$ cat config.mk
export PLATFORM = sky130hd
export DESIGN_NAME = mult_seq_ctrl
export DESIGN_NICKNAME = d
export VERILOG_FILES = /design/src/rtl/mult_seq_ctrl.sv
export SDC_FILE = /design/constraint.sdc
export NUM_CORES = 1
export LEC_CHECK = 0
export CAP_MARGIN = 20
export CORE_MARGIN = 5
export CORE_UTILIZATION = 35
export DETAILED_ROUTE_END_ITERATION = 7
export GPL_TIMING_DRIVEN = 0
export PLACE_DENSITY_LB_ADDON = 0.2
export SYNTH_ARGS = -nofsm -noshare
export SYNTH_HDL_FRONTEND = slang
export SYNTH_SLANG_ARGS = --single-unit
$ cat constraint.sdc
create_clock -name clock_100Mhz -period 6.35 [get_ports clock_100Mhz]
set_input_delay 1.27 -clock clock_100Mhz [delete_from_list [all_inputs] [get_ports clock_100Mhz]]
set_output_delay 1.27 -clock clock_100Mhz [all_outputs]
set_load 0.005 [all_outputs]
$ cat src/rtl/mult_seq_ctrl.sv
// mult_seq_ctrl: sequencer for the shift-add multiplier datapath.
// Captures two unsigned operands on start, runs one partial-product step per
// clock, then pulses done for one cycle and holds the registered product.
// Optional build macro: MULT_SEQ_EARLY_TERM_EN (finish as soon as the
// remaining multiplier bits are all zero).
module mult_seq_ctrl #(
  parameter int unsigned WIDTH = 4
) (
  input  logic                 clock_100Mhz,
  input  logic                 reset,
  input  logic                 start,
  input  logic [WIDTH-1:0]     multiplicand,
  input  logic [WIDTH-1:0]     multiplier,
  output logic                 busy,
  output logic                 done,
  output logic [2*WIDTH-1:0]   product
);

  localparam int unsigned PW     = 2 * WIDTH;
  localparam int unsigned STEP_W = $clog2(WIDTH);

  typedef enum logic [1:0] {
    S_IDLE = 2'd0,
    S_RUN  = 2'd1,
    S_DONE = 2'd2
  } state_t;

  state_t              state;
  state_t              state_nxt;
  logic                busy_nxt;
  logic                done_nxt;

  logic [PW-1:0]       mcand_r;
  logic [WIDTH-1:0]    mplr_r;
  logic [PW-1:0]       acc;
  logic [STEP_W-1:0]   step;

  logic [PW-1:0]       acc_step_c;
  logic [WIDTH-1:0]    mplr_shift_c;
  logic                last_step_c;

  // Partial-product step and end-of-run detection for the current RUN cycle
  always_comb begin
    acc_step_c   = acc;
    mplr_shift_c = mplr_r >> 1;
    if (mplr_r[0]) begin
      acc_step_c = acc + (mcand_r << step);
    end
`ifdef MULT_SEQ_EARLY_TERM_EN
    last_step_c = (step == STEP_W'(WIDTH - 1)) || (mplr_shift_c == '0);
`else
    last_step_c = (step == STEP_W'(WIDTH - 1));
`endif
  end

  // State register plus registered status flags
  always_ff @(posedge clock_100Mhz or negedge reset) begin
    if (!reset) begin
      state <= S_IDLE;
      busy  <= 1'b0;
      done  <= 1'b0;
    end else begin
      state <= state_nxt;
      busy  <= busy_nxt;
      done  <= done_nxt;
    end
  end

  // Next-state logic; illegal encodings fall back to IDLE
  always_comb begin
    state_nxt = S_IDLE;
    case (state)
      S_IDLE:  state_nxt = start ? S_RUN : S_IDLE;
      S_RUN:   state_nxt = last_step_c ? S_DONE : S_RUN;
      S_DONE:  state_nxt = S_IDLE;
      default: state_nxt = S_IDLE;
    endcase
  end

  // Status flags follow the state being entered so they line up with it
  always_comb begin
    busy_nxt = 1'b0;
    done_nxt = 1'b0;
    if (state_nxt == S_RUN) begin
      busy_nxt = 1'b1;
    end
    if (state_nxt == S_DONE) begin
      done_nxt = 1'b1;
    end
  end

  // Operand capture, accumulation and product load
  always_ff @(posedge clock_100Mhz or negedge reset) begin
    if (!reset) begin
      mcand_r <= '0;
      mplr_r  <= '0;
      acc     <= '0;
      step    <= '0;
      product <= '0;
    end else begin
      if (state == S_IDLE && start) begin
        mcand_r <= PW'(multiplicand);
        mplr_r  <= multiplier;
        acc     <= '0;
        step    <= '0;
      end else if (state == S_RUN) begin
        acc    <= acc_step_c;
        mplr_r <= mplr_shift_c;
        step   <= step + STEP_W'(1);
        if (last_step_c) begin
          product <= acc_step_c;
        end
      end
    end
  end

endmodule

=== Yosys cells after proc, flatten, opt, wreduce, memory -nomap -nowiden ===
Cells that the tools add are included.
W data, S select, Z words.

* Add/sub/neg operators: 2
* Equal/unequal tests: 4
* Shifts and indexed selects: 1
* Muxes and demuxes: 12
* Bitwise gates (word level): 1
* Reductions and logical operators: 4

{| class="wikitable"
|+ Operators with widths
! operator !! count
|-
| $mux W8 || 3
|-
| $add A8 B8 Y8 || 1
|-
| $mux W4 || 2
|-
| $shl A4 B2 Y8 || 1
|-
| $mux W2 || 3
|-
| $eq A2 B1 Y1 const B || 2
|-
| $eq A2 B2 Y1 const B || 2
|-
| $pmux W2 S2 || 1
|-
| $mux W1 || 3
|-
| $reduce_and A3 Y1 || 1
|-
| $add A2 B1 Y2 const B || 1
|-
| $logic_not A2 Y1 || 1
|-
| $reduce_bool A2 Y1 || 1
|-
| $logic_and A1 B1 Y1 || 1
|-
| $not A1 Y1 || 1
|}

* Bits in registers: 30
* Output and inout bits: 10

=== Logic depth before layout (Yosys ltp) ===
* Depth in word-level cells: 5
* Mapped depth: 9
* Depth with buffers taken out: 8

=== Least setup slack after synthesis ===
No wires, ideal clock.

* Path type: flip-flop to flip-flop
* Start point: register step[1]
* End point: register acc[7]
* Data arrival time: 2.175 ns
* Required time: 6.226 ns
* Path slack: 4.052 ns
* Stages on the path, launching flop included: 10
* Buffers on the path: 1
* Clock period less this slack: 2.298 ns
* Cell sequence: dfrtp_1 -> clkbuf_1 -> mux2_2 -> nor2_1 -> a21oi_1 -> ha_1 -> o21ai_1 -> o211a_1 -> o211a_1 -> a211o_1

* Word-level cells in the longest chain between the ends: 5

{| class="wikitable"
|+ RTL lines
! element !! RTL line !! RTL
|-
| start, declared || 36 || <nowiki>logic [STEP_W-1:0] step;</nowiki>
|-
| start signal, assigned || 109 || <nowiki>step <= step + STEP_W'(1);</nowiki>
|-
| $shl A4 B2 Y8 || 47 || <nowiki>acc_step_c = acc + (mcand_r << step);</nowiki>
|-
| $add A8 B8 Y8 || 47 ||
|-
| $mux W8 || 46 || <nowiki>if (mplr_r[0]) begin</nowiki>
|-
| $mux W8 || 106 || <nowiki>end else if (state == S_RUN) begin</nowiki>
|-
| $mux W8 || 101 || <nowiki>if (state == S_IDLE && start) begin</nowiki>
|-
| end signal, assigned || 107 || <nowiki>acc <= acc_step_c;</nowiki>
|-
| end, declared || 35 || <nowiki>logic [PW-1:0] acc;</nowiki>
|}

No other way between the ends. The select of a mux whose other input is x is not followed.
A chain may end at the register's enable or synchronous reset.

=== Final worst setup path ===
* Start point: input port start
* End point: register mcand_r[2]

* Word-level cells in the longest chain between the ends: 1

{| class="wikitable"
|+ RTL lines
! element !! RTL line !! RTL
|-
| start, declared || 11 || <nowiki>input logic start,</nowiki>
|-
| $logic_and A1 B1 Y1 || 101 ||
|-
| end signal, assigned || 102 || <nowiki>mcand_r <= PW'(multiplicand);</nowiki>
|-
| end, declared || 33 || <nowiki>logic [PW-1:0] mcand_r;</nowiki>
|}

No other way between the ends.

==> metrics.log <==
[metrics] core box area: 4750 sq um
[metrics] critical path fanouts, max: 7
[metrics] DIE HEIGHT: between 80 and 90 um
[metrics] clock latency reported for the late side of the worst-skew pair: 0.28 ns
[metrics] Crit. End Element: register
[metrics] Synth Warn #: 0
[metrics] hold wc startpoint: product[1]
[metrics] Initial Util: 36.2%
[metrics] Iteration-0 DRC Markers: approximately 80
[metrics] number of buffers created by CTS: 5
[metrics] DR vias: 1395
[metrics] setup skew after layout: 0.00683 ns
[metrics] Detailed Routing Iterations Pass 1: 4
[metrics] cell family with the largest share of critical-path delay: simple AND/OR/NAND/NOR gates
[metrics] most frequently used flop master after synthesis: sky130_fd_sc_hd__dfrtp_1
[metrics] buffers inserted by post-CTS timing repair: 0
[metrics] met1 Track Usage GR: 16.2%
[metrics] Sum Neg Setup Slack: 0 ns
[metrics] Hold Crit Class: register to register
[metrics] launching element type of the critical path: primary input
[metrics] hold-critical path depth: 2
[metrics] Final Routed Wirelength: 3840 um
[metrics] leakage dissipation: 0.939 nW
[metrics] number of global-route vias before repair: about 1400
[metrics] Placement Rows: 25
[metrics] share of final-layout standard cells stronger than drive strength 1: 10.3%
[metrics] Peak VDD IR: 0.000230 V
[metrics] sequential cell area fraction in the yosys report: 43.7%
[metrics] die boundary width: 80.1 um
[metrics] nets@finish: 223
[metrics] cell at the slowest stage of the critical path: sky130_fd_sc_hd__clkdlybuf4s50_1
[metrics] net switching power: 0.425 mW
[metrics] DR vias/cell: 5.17
[metrics] Synth-to-Final Area Change: 22.6%
[metrics] buffering stage count on the worst path with inverters included: 1
[metrics] internal reg-to-reg setup slack: between 3 and 4 ns
[metrics] arrival time of data at the critical path endpoint: 2.91 ns
[metrics] count of unique library cells instantiated by Yosys: 37
[metrics] combinational share of power: 54.8%
[metrics] synthesized area: 1720 sq um
[metrics] run status: finished, final reports clean
[metrics] ys async rst share: 100%
[metrics] fin crit share: 43.2%
[metrics] global-route track usage on met3: 4.48%
[metrics] pin count of the biggest net entering global routing: 19
[metrics] minimum clock period: 2.74 ns
[metrics] GR Layer Usage met2: 22.3%
[metrics] most common cell after layout, fill and taps aside: sky130_fd_sc_hd__dfrtp_1
[metrics] number of synthesized flops with an enable pin: 0
[metrics] final estimated routing congestion in global placement: 0.848
[metrics] fmax: between 300 and 400 MHz
[metrics] destination of the worst hold path: product[1]
[metrics] Internal Pwr Total: 0.595 mW
[metrics] sequential group share of total power: a little under a third
[metrics] Die Outline Area: 6410 sq um
[metrics] Wirelength per Cell: roughly 14 um
[metrics] total number of clock tree sinks: 30
[metrics] switching power share of the total: 41.7%
[metrics] Hold-fix buffers, CTS: 0
[metrics] Slew headroom: approximately half
[metrics] number of input and output port buffers inserted: 20
[metrics] unrepaired setup endpoints after global routing: no
[metrics] most frequent cells in the layout: sky130_fd_sc_hd__dfrtp_1, sky130_fd_sc_hd__clkdlybuf4s50_1, sky130_fd_sc_hd__o21ai_0, sky130_fd_sc_hd__nand2_1, sky130_fd_sc_hd__a21oi_1
[metrics] CTS-repair resized insts: 0
[metrics] type of the worst setup path: primary input to register
[metrics] clock transition at the registers of the reported paths: ~0.060 ns
[metrics] number of diodes added for antenna fixing: 0
[metrics] depth of the worst register-to-register path: 9
[metrics] number of remaining DRC errors: 0
[metrics] remaining antenna violation count: 0
[metrics] Post-Synthesis Net Count: roughly 200
[metrics] slew of the pin with the lowest slew margin: between 0.7 and 0.8 ns
[metrics] global route hottest layer: met2
[metrics] CTS Root Cell: sky130_fd_sc_hd__clkbuf_8
[metrics] DP HPWL: 2850 um
[metrics] Max Transition Viols Final: 0
[metrics] number of hold violations in the final report: 0
[metrics] Clock Power Share: 14.1%
[metrics] maximum level of the CTS H-tree: 2
[metrics] CTS tree: yes
[metrics] start of the worst register-to-register path: step[1]
[metrics] Reg-to-Reg End: product[7]
[metrics] flops & latches, synth: 30
[metrics] first-pass GRT wire length: 6560 um
[metrics] clock tree buffer depth: 2
[metrics] Maximum Capacitance Violations: 0
[metrics] antenna violations before repair: 0
[metrics] CP cell instances: clkdlybuf4s50_1 -> nor2b_1 -> and2_0 -> mux2_2
[metrics] IO Count: 21
[metrics] grt total ovfl: 0
[metrics] setup-violating endpoint count in the final report: 0
[metrics] GRT Util Overall: 13.7%
[metrics] Mapped Cells: 175
[metrics] utilization after layout: 44.3%
[metrics] data required time at the worst endpoint: ~6.5 ns
[metrics] Max stage delay on crit path: ~0.6 ns
[metrics] PD cells: approximately 480 nW/um^2
[metrics] Avg Cell Area, Syn: 9.82 sq um
per-stage QoR:
stage               setup WS (ns)  total power, mW  area (sq um)  instances  hold slack (ns)
finish                       3.61             1.02          2110        270            0.475
global route                 3.49             1.11          2110        270            0.520
CTS                          3.60             1.03          2110        270            0.484
detailed placement           3.30            0.876          2030        263            0.469
global placement             3.31            0.859          2000        262            0.463
floorplan                    4.05            0.706          1720        175            0.468
worst min-delay path, stage by stage, from the launching register on:
cell and delay, ns:
sky130_fd_sc_hd__dfrtp_1 0.34, sky130_fd_sc_hd__nand2_1 0.04, sky130_fd_sc_hd__o21ai_0 0.06
flip-flops by register name, indices dropped and copies added (netlist names):
register	cells
state	2
mplr_r	4
acc	8
done	1
busy	1
step	2
mcand_r	4
product	8
per-layer routing:
metal  vias up  part of all wire (%)
met5         -                     0
met4         0                   1.5
met3         4                   4.2
met2        20                    49
met1       675                    45
li1        696                     -
how the worst max path moves through the flow:
stage | slack (ns) | endpoint | depth (start not counted) | startpoint
floorplan | 4.05 | acc[7] | 9 | step[1]
global placement | 3.31 | mcand_r[0] | 4 | start
detailed placement | 3.30 | mcand_r[2] | 4 | start
global route | 3.49 | mcand_r[3] | 4 | start
finish | 3.61 | mcand_r[2] | 4 | start
CTS | 3.60 | mcand_r[2] | 4 | start
cells in the mapped netlist (2+ instances only):
cell type / count / share of area [%]
sky130_fd_sc_hd__dfrtp_1: 30 / 44
sky130_fd_sc_hd__nand2_1: 14 / 3.1
sky130_fd_sc_hd__o21ai_0: 14 / 4.1
sky130_fd_sc_hd__a21oi_1: 12 / 3.5
sky130_fd_sc_hd__nor2b_1: 9 / 3.3
sky130_fd_sc_hd__ha_1: 8 / 5.8
sky130_fd_sc_hd__mux2_2: 7 / 4.6
sky130_fd_sc_hd__nor2_1: 7 / 1.5
sky130_fd_sc_hd__nor3b_1: 6 / 2.6
sky130_fd_sc_hd__a211o_1: 5 / 2.5
sky130_fd_sc_hd__clkbuf_1: 5 / 1.1
sky130_fd_sc_hd__mux2i_1: 5 / 2.9
sky130_fd_sc_hd__inv_1: 4 / 0.87
sky130_fd_sc_hd__nand3_1: 4 / 1.2
sky130_fd_sc_hd__o21ai_1: 4 / 1.2
sky130_fd_sc_hd__a211oi_1: 3 / 1.3
sky130_fd_sc_hd__a21o_1: 3 / 1.3
sky130_fd_sc_hd__a22o_1: 3 / 1.5
sky130_fd_sc_hd__a22oi_1: 3 / 1.3
sky130_fd_sc_hd__a31oi_1: 3 / 1.1
sky130_fd_sc_hd__buf_2: 3 / 0.87
sky130_fd_sc_hd__or2_2: 3 / 1.1
sky130_fd_sc_hd__and3_1: 2 / 0.73
sky130_fd_sc_hd__nand3b_1: 2 / 0.87
sky130_fd_sc_hd__nor3_1: 2 / 0.58
sky130_fd_sc_hd__o211a_1: 2 / 1.2
sky130_fd_sc_hd__o31ai_1: 2 / 0.87
cell families (layout without fill, tap and decap cells):
group	after synthesis	in the layout	share of synthesized area [%]
fa+ha+maj	9	9	6.99
buf+inv	12	40	2.84
xor+xnor	1	1	0.510
flops	30	30	43.7
mux	12	12	7.50
simple gates	54	54	17.0
compound gates	57	57	21.5
cell type report:
class	count	area [sq um]
sequential	30	751
clock buffer	7	76.3
multi-input combinational	133	920
timing repair buffer	21	228
tap	67	83.8
fill	499	2650
inverter	4	15.0
buffer	8	33.8
power by group through the flow:
stage / clock [mW] / sequential, mW / combinational, mW
6_report: 0.144 / 0.317 / 0.559
4_1_cts: 0.151 / 0.318 / 0.559
3_5_place_dp: 0 / 0.321 / 0.555
3_3_place_gp: 0 / 0.318 / 0.541
2_1_floorplan: 0 / 0.311 / 0.395
5_1_grt: 0.158 / 0.328 / 0.626
No activity file was read; power rests on OpenSTA's default activity.
